--- src/rtl/password_box_ctrl_pkg.sv ---
// Shared definitions for the switch-code safe controller: state encoding,
// status widths and the default code loaded at reset.
package password_box_ctrl_pkg;

    typedef enum logic [1:0] {
        ST_CLOSED  = 2'd0,
        ST_OPEN    = 2'd1,
        ST_CHG_ARM = 2'd2,
        ST_LOCKOUT = 2'd3
    } state_e;

    localparam int         FAIL_W            = 2;
    localparam int         DEFAULT_CODE_W    = 4;
    localparam logic [3:0] DEFAULT_INIT_CODE = 4'b1010;

endpackage

--- src/rtl/password_box_ctrl_if.sv ---
// Pulse/status bundle between the debounce stage, the safe controller and the LED driver.
interface password_box_ctrl_if
    import password_box_ctrl_pkg::*;
#(
    parameter int CODE_W = DEFAULT_CODE_W
);
    logic [CODE_W-1:0] code_in;
    logic              try_pulse;
    logic              chg_pulse;
    logic              open;
    logic              alarm;
    logic              chg_armed;
    logic [FAIL_W-1:0] fail_cnt;

    modport master (
        output code_in, try_pulse, chg_pulse,
        input  open, alarm, chg_armed, fail_cnt
    );

    modport slave (
        input  code_in, try_pulse, chg_pulse,
        output open, alarm, chg_armed, fail_cnt
    );
endinterface

--- src/rtl/password_box_ctrl_lockout_timer.sv ---
// Down-counter for the lockout window: load, decrement while enabled, done at zero.
module password_box_ctrl_lockout_timer #(
    parameter int             CNT_W    = 26,
    parameter logic [CNT_W-1:0] LOAD_VAL = '1
) (
    input  logic clk,
    input  logic rst,
    input  logic load,
    input  logic en,
    output logic done
);
    logic [CNT_W-1:0] cnt_q;

    // NOTE: sequential state uses non-blocking assignments so every flop samples pre-edge values.
    always_ff @(posedge clk) begin
        if (rst) begin
            cnt_q <= '0;
        end else if (load) begin
            cnt_q <= LOAD_VAL;
        end else if (en && (cnt_q != '0)) begin
            cnt_q <= cnt_q - 1'b1;
        end
    end

    assign done = (cnt_q == '0);
endmodule

--- src/rtl/password_box_ctrl.sv ---
// Safe sequencing controller: unlock attempts, failure counting, timed lockout
// and the arm-then-commit code change. LED polarity is handled by the board top.
module password_box_ctrl
    import password_box_ctrl_pkg::*;
#(
    parameter int              CODE_W      = DEFAULT_CODE_W,
    parameter logic [CODE_W-1:0] INIT_CODE   = DEFAULT_INIT_CODE,
    parameter int              MAX_FAIL    = 3,
    parameter int              LOCK_CYCLES = 50_000_000,
    parameter int              CNT_W       = 26
) (
    input logic                clk,
    input logic                rst,
    password_box_ctrl_if.slave bus
);
    state_e            state_q, state_d;
    logic [CODE_W-1:0] code_q, code_d;
    logic [FAIL_W-1:0] fail_q, fail_d, fail_inc;
    logic              open_q, alarm_q, armed_q;
    logic              open_d, alarm_d, armed_d;
    logic              timer_load, timer_en, timer_done;

    assign fail_inc = fail_q + 1'b1;
    assign timer_en = (state_q == ST_LOCKOUT);

    password_box_ctrl_lockout_timer #(
        .CNT_W    (CNT_W),
        .LOAD_VAL (CNT_W'(LOCK_CYCLES - 1))
    ) u_lockout_timer (
        .clk  (clk),
        .rst  (rst),
        .load (timer_load),
        .en   (timer_en),
        .done (timer_done)
    );

    // NOTE: the stored code is a plain register, so reset can and must restore it to INIT_CODE.
    always_ff @(posedge clk) begin
        if (rst) begin
            state_q <= ST_CLOSED;
            code_q  <= INIT_CODE;
            fail_q  <= '0;
            open_q  <= 1'b0;
            alarm_q <= 1'b0;
            armed_q <= 1'b0;
        end else begin
            state_q <= state_d;
            code_q  <= code_d;
            fail_q  <= fail_d;
            open_q  <= open_d;
            alarm_q <= alarm_d;
            armed_q <= armed_d;
        end
    end

    // NOTE: every combinational output gets a default first so no path infers a latch.
    always_comb begin
        state_d    = state_q;
        code_d     = code_q;
        fail_d     = fail_q;
        timer_load = 1'b0;
        // try_pulse is tested first in every state, so it wins over a coincident chg_pulse.
        case (state_q)
            ST_CLOSED: begin
                if (bus.try_pulse) begin
                    if (bus.code_in == code_q) begin
                        state_d = ST_OPEN;
                        fail_d  = '0;
                    end else begin
                        fail_d = fail_inc;
                        if (fail_inc == FAIL_W'(MAX_FAIL)) begin
                            state_d    = ST_LOCKOUT;
                            timer_load = 1'b1;
                        end
                    end
                end
            end
            ST_OPEN: begin
                if (bus.try_pulse)      state_d = ST_CLOSED;
                else if (bus.chg_pulse) state_d = ST_CHG_ARM;
            end
            ST_CHG_ARM: begin
                if (bus.try_pulse) begin
                    state_d = ST_OPEN;
                end else if (bus.chg_pulse) begin
                    code_d  = bus.code_in;
                    state_d = ST_OPEN;
                end
            end
            ST_LOCKOUT: begin
                if (timer_done) begin
                    state_d = ST_CLOSED;
                    fail_d  = '0;
                end
            end
            default: state_d = ST_CLOSED;
        endcase
    end

    // Outputs are decoded from the next state and registered alongside it.
    always_comb begin
        open_d  = (state_d == ST_OPEN) || (state_d == ST_CHG_ARM);
        armed_d = (state_d == ST_CHG_ARM);
        alarm_d = (state_d == ST_LOCKOUT);
    end

    assign bus.open      = open_q;
    assign bus.alarm     = alarm_q;
    assign bus.chg_armed = armed_q;
    assign bus.fail_cnt  = fail_q;
endmodule

--- src/flat_wrapper.sv ---
// flat-port wrapper written by rule: the top's interface ports become plain ports
module password_box_ctrl_flat import password_box_ctrl_pkg::*;
#(
    parameter int              CODE_W      = DEFAULT_CODE_W,
    parameter logic [CODE_W-1:0] INIT_CODE   = DEFAULT_INIT_CODE,
    parameter int              MAX_FAIL    = 3,
    parameter int              LOCK_CYCLES = 50_000_000,
    parameter int              CNT_W       = 26
)
  (clk, rst, bus_code_in, bus_try_pulse, bus_chg_pulse, bus_open, bus_alarm, bus_chg_armed, bus_fail_cnt);
  password_box_ctrl_if #(.CODE_W(CODE_W)) bus_i ();
  input logic clk;
  input logic rst;
  input wire logic [$bits(bus_i.code_in)-1:0] bus_code_in;
  input wire logic [$bits(bus_i.try_pulse)-1:0] bus_try_pulse;
  input wire logic [$bits(bus_i.chg_pulse)-1:0] bus_chg_pulse;
  output wire logic [$bits(bus_i.open)-1:0] bus_open;
  output wire logic [$bits(bus_i.alarm)-1:0] bus_alarm;
  output wire logic [$bits(bus_i.chg_armed)-1:0] bus_chg_armed;
  output wire logic [$bits(bus_i.fail_cnt)-1:0] bus_fail_cnt;
  assign bus_i.code_in = bus_code_in;
  assign bus_i.try_pulse = bus_try_pulse;
  assign bus_i.chg_pulse = bus_chg_pulse;
  assign bus_open = bus_i.open;
  assign bus_alarm = bus_i.alarm;
  assign bus_chg_armed = bus_i.chg_armed;
  assign bus_fail_cnt = bus_i.fail_cnt;
  password_box_ctrl #(.CODE_W(CODE_W), .INIT_CODE(INIT_CODE), .MAX_FAIL(MAX_FAIL), .LOCK_CYCLES(LOCK_CYCLES), .CNT_W(CNT_W)) u_core (.clk(clk), .rst(rst), .bus(bus_i));
endmodule
--- config.mk ---
export PLATFORM = sky130hd
export DESIGN_NAME = password_box_ctrl_flat
export DESIGN_NICKNAME = d
export VERILOG_FILES = /design/src/rtl/password_box_ctrl_pkg.sv /design/src/rtl/password_box_ctrl_if.sv /design/src/rtl/password_box_ctrl_lockout_timer.sv /design/src/rtl/password_box_ctrl.sv /design/src/flat_wrapper.sv
export SDC_FILE = /design/constraint.sdc
export NUM_CORES = 1
export LEC_CHECK = 0
export CAP_MARGIN = 5
export CORE_MARGIN = 5
export CORE_UTILIZATION = 40
export DETAILED_ROUTE_END_ITERATION = 8
export HOLD_SLACK_MARGIN = 0.05
export PLACE_DENSITY = 0.62
export SLEW_MARGIN = 40
export SYNTH_ARGS = -nofsm -noshare
export SYNTH_HDL_FRONTEND = slang
export SYNTH_SLANG_ARGS = --single-unit
--- constraint.sdc ---
create_clock -name clk -period 3.4 [get_ports clk]
set_clock_uncertainty 0.05 [all_clocks]
set_input_delay 0.85 -clock clk [delete_from_list [all_inputs] [get_ports clk]]
set_output_delay 0.85 -clock clk [all_outputs]
set_load 0.005 [all_outputs]
==> results of run 1 <==
## path summary, 6_finish.rpt
| check | from | to | slack, ns | depth (start not counted) |
|---|---|---|---|---|
| worst min-delay path | u_core.u_lockout_timer.cnt_q[8]$_SDFFE_PP0P_ | u_core.u_lockout_timer.cnt_q[8]$_SDFFE_PP0P_ | 0.45 | 2 |
| worst max-delay path | u_core.u_lockout_timer.cnt_q[12]$_SDFFE_PP0P_ | u_core.bus.open$_SDFF_PP0_ | 0.61 | 6 |
| worst max register to register | u_core.u_lockout_timer.cnt_q[12]$_SDFFE_PP0P_ | u_core.bus.open$_SDFF_PP0_ | 0.61 | 6 |
| worst min register to register | u_core.u_lockout_timer.cnt_q[8]$_SDFFE_PP0P_ | u_core.u_lockout_timer.cnt_q[8]$_SDFFE_PP0P_ | 0.45 | 2 |
## synth_stat cells, drive strengths merged
cell / n
and4b: 1
xor2: 1
mux2i: 3
or2b: 1
dfxtp: 37
xnor2: 16
inv: 5
and4: 1
a21oi: 11
or4: 5
dlygate4sd3: 1
a211oi: 5
and3: 2
a41o: 1
or2: 3
o22a: 3
nand3: 2
ha: 3
nor4: 5
a2111oi: 4
nor2b: 3
or3b: 1
nor3: 11
a311oi: 3
o21ai: 5
o311a: 1
or4b: 1
clkbuf: 6
nand3b: 2
nand2b: 1
or3: 10
buf: 1
nor2: 21
nand4: 1
and2: 3
nor4b: 2
a31oi: 8
a211o: 2
o31ai: 4
a41oi: 1
o311ai: 1
nand2: 10
## state kept, by name, summed over array words and instances, names as in the netlist
register,cells
u_core.code_q,4
u_core.bus.chg_armed,1
u_core.bus.alarm,1
u_core.u_lockout_timer.cnt_q,26
u_core.bus.open,1
u_core.state_q,2
u_core.bus.fail_cnt,2
## routing by layer
metal | part of all wire (%) | track usage [%] | wire length [um] | vias to the layer above
met5 | 0 | 0 | 0 | -
met4 | 1.7 | 5.670 | 68 | 0
met3 | 3.0 | 3.855 | 120 | 7
met2 | 42 | 21.56 | 1690 | 13
met1 | 53 | 18.22 | 2117 | 729
li1 | - | - | - | 819
## logic make-up after synthesis
logic type,after synthesis
AO/OA/AOI/OAI,49
XOR/XNOR,17
adder cells (fa/ha/maj),3
buffers and inverters,13
flip-flops,37
multiplexers,3
AND/OR/NAND/NOR,86
## layout make-up
class / instances / area share [%]
repair buffers: 17 / 7.179
multi-input cells: 158 / 50.54
clock buffers: 7 / 4.387
inverters: 5 / 0.8547
flip-flops and latches: 37 / 33.73
clock inverters: 1 / 0.2279
well taps: 54 / 3.077
## per-stage QoR
| stage | hold slack, ns | power (W) | instance area (sq um) |
|---|---|---|---|
| 2_1_floorplan | 0.4149 | 0.0005835 | 1902 |
| 3_3_place_gp | 0.4483 | 0.0006335 | 2090 |
| 3_5_place_dp | 0.4452 | 0.0006336 | 2090 |
| 4_1_cts | 0.4558 | 0.0009728 | 2191 |
| 5_1_grt | 0.4869 | 0.001014 | 2196 |
| 6_report | 0.4508 | 0.0009650 | 2196 |
## critical path, stage by stage, from the launching register on
cell     delay [ns]
dfxtp_1        0.36
or3_2          0.55
or3_1          0.53
nor4_1         0.60
o22a_1         0.28
ha_1           0.24
nor2_1         0.10
## power by group
group	total, W	internal [W]	leakage (nW)	switching [W]
registers	0.000463	0.000447	0.299	0.0000159
logic	0.000163	0.0000696	0.415	0.0000933
clock network	0.000339	0.000183	0.0542	0.000156
total	0.000965	0.000700	0.769	0.000265
==> summary.txt, run 1 <==
Critical path
  – CP Capture Type: register
  – Worst EP required: 3.57 ns
  – CP Class: register to register
  – CP max FO: 7
  – Startpoint types: register
  – Crit path arrival time: 2.96 ns

Placed design
  – Dpl cells: 271
  – Hpwl dp: 2.911 mm
  – Buffers added on ports: 12
  – GP Congestion: between 0.7 and 0.8
  – Place WS: 0.4258 ns

Synthesis
  – Post-Synthesis Cell Area: 1902 sq um
  – Avg Synthesized Cell Area: 9.143 sq um
  – Largest family of logic cells by synthesized area: simple AND/OR/NAND/NOR gates
  – Yosys Warn Count: 0
  – Synth Area in Compound Gates: 18.62%
  – Distinct cells, synth: between 50 and 60
  – Synth area leader: dfxtp_1
  – Post-synthesis sequential area ratio: between 30% and 40%
  – Post-synthesis mux area share: between 1.5 and 2%
  – Yosys top cell area share: 38.95%
  – Ranking of synthesized cells by area: dfxtp_1, xnor2_1, nor2_1
  – Simple-gate share of the synthesized area: 28.09%
  – Post-synthesis xor/xnor area fraction: 7.829%
  – Syn Inst Count: about 210
  – Syn nets: 219
  – #FFs+latches synth: 37
  – Post-synthesis adder-cell area fraction: roughly 2.0%

Layout
  – Post-route core utilization: 47.11%
  – Most frequent cells in the layout: dfxtp_1, nor2_1, xnor2_1, clkdlybuf4s50_1, a21oi_1
  – Multi-input gate area in the final layout: 1110 sq um
  – Share of cells above drive strength 1: 13.78%
  – Area growth, synth to finish: 15.46%
  – Most common cell after layout, fill and taps aside: dfxtp_1
  – Nets: 235
  – Ant. Diodes: 0
  – Register area: 740.7 sq um
  – Non-Filler Instances: roughly 280
  – Fillers: 465

Route
  – Vias: 1568
  – Vias/cell: 5.620
  – Antenna viol nets, final: 0
  – DRT Pass-1 Iters: 4
  – Post-Route WL: 3.998 mm
  – # DRC: 0
  – Initial DRC Count: slightly below 100
  – Drt wl/cell: ~14 um

Global routing
  – First-pass GRT wire length: 6.851 mm
  – Number of global-route vias before repair: approximately 1500
  – Pin count of the biggest net entering global routing: 18
  – Gr usage total: 13.90%
  – Grt ovf: 0
  – Initial antenna violation count: 0

CTS
  – Root Buffer: clkbuf_8
  – Num CTS Buffers: 5
  – Setup bufs post-CTS: 0
  – CTS Hold Bufs: 0
  – Clock Latency Late Sink: 0.29 ns
  – Clock Path Buffers: 2
  – Clock-pin slew on the worst setup and hold paths: 0.07 ns
  – CTS tree: built
  – H-tree depth: 2
  – Post-CTS sizing: 0
  – CTS sink count: 37

Power
  – PwrDens: 439.5 nW/um^2
  – LEAKAGE: 0.7689 nW
  – Peak supply drop: 0.0002117 V

STA
  – Setup TNS: 0 ns
  – Final setup fails: 0
  – Min Tclk post-route: 2.790 ns
  – Final Hold Vio Count: 0
  – RSZ-0062 raised after global routing: no
  – Relative slew slack: 49.16%
  – Max-slew violations: 0
  – Final period util: 82.07%
  – Least-Margin Pin Slew: between 0.7 and 0.8 ns
  – Fmax: 0.3584 GHz
  – Final setup margin: 0.6096 ns

Floorplan
  – Die height: 78.96 um
  – Die area: 6234 sq um
  – Die X: 78.96 um
  – Starting Density: between 40% and 50%
  – Core ar.: 4661 sq um
  – IO Count: 13
  – Row count: 25

Outcome
  – Outcome: finished, final reports clean

Worst hold path
  – Worst hold path type: register to register

Run
  – Max-cap viol count: 0
Power figures use the tool's default switching activity.
==> inputs of run 2 (changes only) <==
==> constraint.sdc (replaced) <==
create_clock -name clk -period 2.8 [get_ports clk]
set_clock_uncertainty 0.05 [all_clocks]
set_input_delay 0.7 -clock clk [delete_from_list [all_inputs] [get_ports clk]]
set_output_delay 0.7 -clock clk [all_outputs]
set_load 0.005 [all_outputs]
==> run 2 against run 1 <==
Net effect:
- worst setup slack got worse by 0.26 ns
- final area up 2.0%
- sequential share of layout area is 0.66 points lower
- hold slack gained 0.013 ns
- global-route usage shrank 0.45 points
- via count grew 3.4%
- power rose by 20%
- critical path depth is the same
- largest power group unchanged
==> summary.txt, run 2 (same netlist as run 1, synthesis figures left out) <==
Floorplan
  – Row count: 25
  – Die height: between 70 and 80 um
  – Die area: 6234 sq um
  – Die X: about 79 um
  – Core ar.: 4661 sq um
  – IO Count: 13
  – Starting Density: 40.81%

CTS
  – CTS sink count: 37
  – H-tree depth: 2
  – Post-CTS sizing: 0
  – CTS tree: built
  – Setup bufs post-CTS: 0
  – Clock-pin slew on the worst setup and hold paths: around 0.08 ns
  – CTS Hold Bufs: 0
  – Num CTS Buffers: 5
  – Root Buffer: clkbuf_8
  – Clock Path Buffers: 2
  – Clock Latency Late Sink: 0.28 ns

Power
  – PwrDens: 517.1 nW/um^2
  – LEAKAGE: around 0.80 nW
  – Peak supply drop: roughly 0.00022 V
  – Int Pwr: 0.0008328 W
  – P_sw: 0.0003253 W
  – Gate power share: 18.4%
  – Reg power frac: 48.5%
  – Clock network power share: ~33%
  – Switching portion of total power: roughly 28%

Critical path
  – CP Class: input port to register
  – Startpoint types: input port
  – CP max FO: 8
  – CP Capture Type: register
  – Register-to-Register Path Depth: 9
  – Worst EP required: 2.91 ns
  – Crit path arrival time: around 2.6 ns

STA
  – Relative slew slack: between 60% and 70%
  – Final period util: 87.59%
  – Min Tclk post-route: 2.453 ns
  – Final setup margin: 0.3475 ns
  – Final setup fails: 0
  – Least-Margin Pin Slew: 0.5865 ns
  – Setup TNS: 0 ns
  – Max-slew violations: 0
  – RSZ-0062 raised after global routing: no
  – Fmax: approximately 0.4 GHz
  – Final Hold Vio Count: 0

Placed design
  – Placed Area: 2150 sq um
  – Place WS: 0.04755 ns
  – GP Congestion: 0.7775
  – Hpwl dp: 3.065 mm
  – Buffers added on ports: 12

Run
  – Max-cap viol count: 0

Layout
  – Share of cells above drive strength 1: about 16%
  – Register area: 740.7 sq um
  – Final instance area: 2240 sq um
  – Most frequent cells in the layout: dfxtp_1, nor2_1, xnor2_1, buf_4, clkdlybuf4s50_1
  – Nets: between 200 and 250
  – Most flop-heavy register: u_core.u_lockout_timer.cnt_q
  – Largest registers: u_core.u_lockout_timer.cnt_q: 26 flops, u_core.code_q: 4 flops
  – Multi-input gate area in the final layout: 1105 sq um
  – Fillers: 445
  – Area growth, synth to finish: 17.76%
  – Largest register FFs: 26
  – Most common cell after layout, fill and taps aside: dfxtp_1
  – Ant. Diodes: 0

Route
  – # DRC: 0
  – Initial DRC Count: 113
  – Drt wl/cell: 14.38 um
  – Antenna viol nets, final: 0
  – Post-Route WL: 4.114 mm
  – Vias: approximately 1600
  – Vias/cell: between 5 and 6
  – DRT Pass-1 Iters: 4

Global routing
  – Number of global-route vias before repair: 1417
  – First-pass GRT wire length: 6.803 mm
  – Grt ovf: 0
  – Initial antenna violation count: 0
  – Pin count of the biggest net entering global routing: 17
  – Gr usage total: 13.45%

Outcome
  – Outcome: finished, final reports clean

Worst hold path
  – Hold path cells: 2
  – Worst hold path type: register to register
-- run 2: changes by cell type in the layout (fill, tap and decap cells not counted) --
cell,change
buf_4,+8
clkbuf_8,-1
clkinv_2,-1
clkinvlp_4,+1
nor3_1,+1
nor3_2,-1
-- run 2: final cells by class --
type	instances	share of cell area, %
Multi-Input combinational cell	158	49.33
Inverter	5	0.8380
Clock buffer	6	3.687
Clock inverter	1	0.3352
Timing Repair Buffer	25	9.721
Tap cell	54	3.017
Sequential cell	37	33.07
-- run 2: path summary, 6_finish.rpt --
| check | start | to | slack [ns] |
|---|---|---|---|
| max | bus_try_pulse | u_core.u_lockout_timer.cnt_q[9]$_SDFFE_PP0P_ | 0.35 |
| min | u_core.u_lockout_timer.cnt_q[8]$_SDFFE_PP0P_ | u_core.u_lockout_timer.cnt_q[8]$_SDFFE_PP0P_ | 0.46 |
| max reg2reg | u_core.u_lockout_timer.cnt_q[0]$_SDFFE_PP0P_ | u_core.bus.open$_SDFF_PP0_ | 0.36 |
| min reg2reg | u_core.u_lockout_timer.cnt_q[8]$_SDFFE_PP0P_ | u_core.u_lockout_timer.cnt_q[8]$_SDFFE_PP0P_ | 0.46 |
-- run 2: power by group through the flow --
stage	logic [W]	registers (W)	clock network, W
6_report	0.000213	0.000562	0.000383
5_1_grt	0.000234	0.000565	0.000414
4_1_cts	0.000213	0.000562	0.000390
3_5_place_dp	0.000210	0.000574	0
3_3_place_gp	0.000206	0.000573	0
2_1_floorplan	0.000139	0.000570	0
-- run 2: stage by stage --
step                      power (W)  cells  utilization, %  hold WS [ns]
after floorplan           0.0007086    208               -        0.4149
after global placement    0.0007799    279           46.12        0.4469
after detailed placement  0.0007844    279           46.12        0.4507
after CTS                  0.001164    286           48.05        0.4612
after global routing       0.001213    286           48.05        0.4853
final                      0.001158    286           48.05        0.4634
-- run 2: worst max-delay path: stages --
cell and delay, ns:
clkdlybuf4s50_1 0.48, or3b_2 0.46, a41o_1 0.25, or2_2 0.32, nand2b_1 0.26, nor2_1 0.08
-- run 2: layer usage --
metal	global-route usage [%]	vias up	share of wire (%)
li1	-	829	-
met1	19.32	767	53
met2	20.37	23	44
met3	2.834	2	2.8
met4	3.608	0	0.58
met5	0	-	0
==> inputs of run 3 (changes only) <==
--- a/config.mk
+++ b/config.mk
@@ -6,11 +6,15 @@
 export NUM_CORES = 1
 export LEC_CHECK = 0
 export CAP_MARGIN = 5
+export CELL_PAD_IN_SITES_DETAIL_PLACEMENT = 1
+export CELL_PAD_IN_SITES_GLOBAL_PLACEMENT = 2
 export CORE_MARGIN = 5
-export CORE_UTILIZATION = 40
+export CORE_UTILIZATION = 36
 export DETAILED_ROUTE_END_ITERATION = 8
 export HOLD_SLACK_MARGIN = 0.05
-export PLACE_DENSITY = 0.62
+export MAX_ROUTING_LAYER = met4
+export PLACE_DENSITY = 0.81
+export RECOVER_POWER = 25
 export SLEW_MARGIN = 40
 export SYNTH_ARGS = -nofsm -noshare
 export SYNTH_HDL_FRONTEND = slang
==> run 3 against run 2 <==
Net effect:
- fmax decreased by 3.9%
- sequential power about the same
- clock-buffer cell count unchanged
- critical endpoint is now u_core.bus.open$_SDFF_PP0_
- die area increased by 9.7%
- worst setup slack got worse by 0.098 ns
- wire length increased by 19%
- core utilization decreased by 3.7 points
- non-clock buffer count decreased by 1
- first-iteration DRC count decreased by 8.8%
- combinational power about the same
- power increased by 6.9%
- global-route usage increased by 3.1 points
==> summary.txt, run 3 (same netlist as run 1, synthesis figures left out) <==
Outcome
  – Outcome: finished, final reports clean

Route
  – Antenna viol nets, final: 0
  – # DRC: 0
  – DRT Pass-1 Iters: 4
  – Drt wl/cell: 16.18 um
  – Initial DRC Count: 103
  – Post-Route WL: 4.887 mm
  – Vias: between 1500 and 2000
  – Vias/cell: between 5 and 6

Placed design
  – Dpl cells: 294
  – Hpwl dp: between 3 and 4 mm
  – Buffers added on ports: 12
  – GP Congestion: between 0.7 and 0.8

Power
  – Peak supply drop: 0.0002382 V
  – Int Pwr: 0.0009016 W
  – LEAKAGE: 0.8107 nW
  – Switching portion of total power: 27.15%
  – Reg power frac: 45.4%
  – Gate power share: 17.4%
  – P_sw: 0.0003359 W
  – PwrDens: approximately 550 nW/um^2
  – Clock network power share: between 30% and 40%

Layout
  – Fillers: 616
  – Most common cell after layout, fill and taps aside: dfxtp_1
  – Multi-input gate area in the final layout: 1105 sq um
  – Most flop-heavy register: u_core.u_lockout_timer.cnt_q
  – Largest register FFs: 26
  – Area growth, synth to finish: 19.14%
  – Share of cells above drive strength 1: 14.66%
  – Most frequent cells in the layout: dfxtp_1, nor2_1, xnor2_1, nor3_1, a21oi_1
  – Ant. Diodes: 0
  – Post-route core utilization: 44.37%
  – Nets: between 200 and 250
  – Non-Filler Instances: about 300
  – Largest registers: u_core.u_lockout_timer.cnt_q: 26 flops, u_core.code_q: 4 flops
  – Register area: 740.7 sq um

Global routing
  – Grt ovf: 0
  – Number of global-route vias before repair: 1710
  – First-pass GRT wire length: 8.383 mm
  – Pin count of the biggest net entering global routing: 17
  – Gr usage total: between 10% and 20%
  – Initial antenna violation count: 0

Critical path
  – CP Class: register to register
  – CP max FO: 7
  – CP Capture Type: register
  – Startpoint types: register
  – Worst EP required: 2.96 ns
  – Crit path arrival time: 2.71 ns

STA
  – Worst hold margin: 0.4708 ns
  – Final Hold Vio Count: 0
  – Min Tclk post-route: 2.551 ns
  – Fmax: about 0.39 GHz
  – Setup TNS: 0 ns
  – Least-Margin Pin Slew: 0.6423 ns
  – RSZ-0062 raised after global routing: no
  – Relative slew slack: 56.85%
  – Final setup fails: 0
  – Final period util: roughly 91%
  – Max-slew violations: 0

CTS
  – Clock-pin slew on the worst setup and hold paths: around 0.07 ns
  – CTS tree: built
  – CTS Hold Bufs: 0
  – Clock Path Buffers: 2
  – Clock Latency Late Sink: 0.29 ns
  – Setup bufs post-CTS: 0
  – CTS sink count: 37
  – Post-CTS sizing: 0
  – H-tree depth: 2
  – Num CTS Buffers: 5
  – Root Buffer: clkbuf_8

Floorplan
  – Row count: 26
  – IO Count: 13
  – Die area: 6837 sq um
  – Die X: about 83 um
  – Starting Density: 37.24%
  – Core ar.: 5107 sq um
  – Die height: 82.69 um

Run
  – Max-cap viol count: 0

Worst hold path
  – Worst hold path type: register to register
[run 3: cell types whose count changed in the layout (fill, tap and decap cells not counted), sizes merged]
cell | previous run | this run
clkdlybuf4s50 | 12 | 6
dlygate4sd3 | 0 | 6
buf | 13 | 10
clkbuf | 6 | 8
bufinv | 0 | 1
clkinv | 0 | 1
clkinvlp | 1 | 0
[run 3: worst max-delay path, stage by stage (launching register included)]
cell and delay (ns):
dfxtp_1 0.34, inv_1 0.07, ha_1 0.21, nor4b_1 0.36, and2_2 0.30, a31oi_1 0.26, nor3_1 0.40, inv_1 0.08
ha_1 0.28, nor2_1 0.13
[run 3: metal layers]
metal | global-route usage [%] | part of all wire, %
met5 | - | 0
met4 | 4.902 | 1.5
met2 | 26.76 | 48
met3 | 3.688 | 1.9
met1 | 20.65 | 49
[run 3: power groups by stage]
stage | combinational, W | sequential, W | clock [W]
2_1_floorplan | 0.000139 | 0.000570 | 0
3_3_place_gp | 0.000205 | 0.000573 | 0
3_5_place_dp | 0.000215 | 0.000574 | 0
4_1_cts | 0.000217 | 0.000562 | 0.000472
5_1_grt | 0.000233 | 0.000565 | 0.000497
6_report | 0.000215 | 0.000562 | 0.000461
[run 3: worst paths after layout]
path                                                                     from                                       endpoint  slack, ns  cells after the start
worst max register to register   u_core.u_lockout_timer.cnt_q[0]$_SDFFE_PP0P_                     u_core.bus.open$_SDFF_PP0_       0.25                      9
worst min-delay path            u_core.u_lockout_timer.cnt_q[10]$_SDFFE_PP0P_  u_core.u_lockout_timer.cnt_q[10]$_SDFFE_PP0P_       0.47                      2
worst max-delay path             u_core.u_lockout_timer.cnt_q[0]$_SDFFE_PP0P_                     u_core.bus.open$_SDFF_PP0_       0.25                      9
worst min register to register  u_core.u_lockout_timer.cnt_q[10]$_SDFFE_PP0P_  u_core.u_lockout_timer.cnt_q[10]$_SDFFE_PP0P_       0.47                      2
[run 3: per-stage QoR]
| stage | total power, W | worst slack [ns] | area (sq um) |
|---|---|---|---|
| 2_1_floorplan | 0.0007086 | 0.4266 | 1902 |
| 3_3_place_gp | 0.0007777 | 0.08085 | 2162 |
| 3_5_place_dp | 0.0007885 | 0.002606 | 2162 |
| 4_1_cts | 0.001250 | 0.2271 | 2273 |
| 5_1_grt | 0.001295 | 0.04074 | 2266 |
| 6_report | 0.001238 | 0.2490 | 2266 |
[run 3: final cells by class]
type / instances / share of cell area, %
Clock buffer: 6 / 3.203
Clock inverter: 2 / 1.712
Inverter: 5 / 0.8283
Multi-Input combinational cell: 158 / 48.76
Sequential cell: 37 / 32.69
Tap cell: 70 / 3.865
Timing Repair Buffer: 24 / 8.945
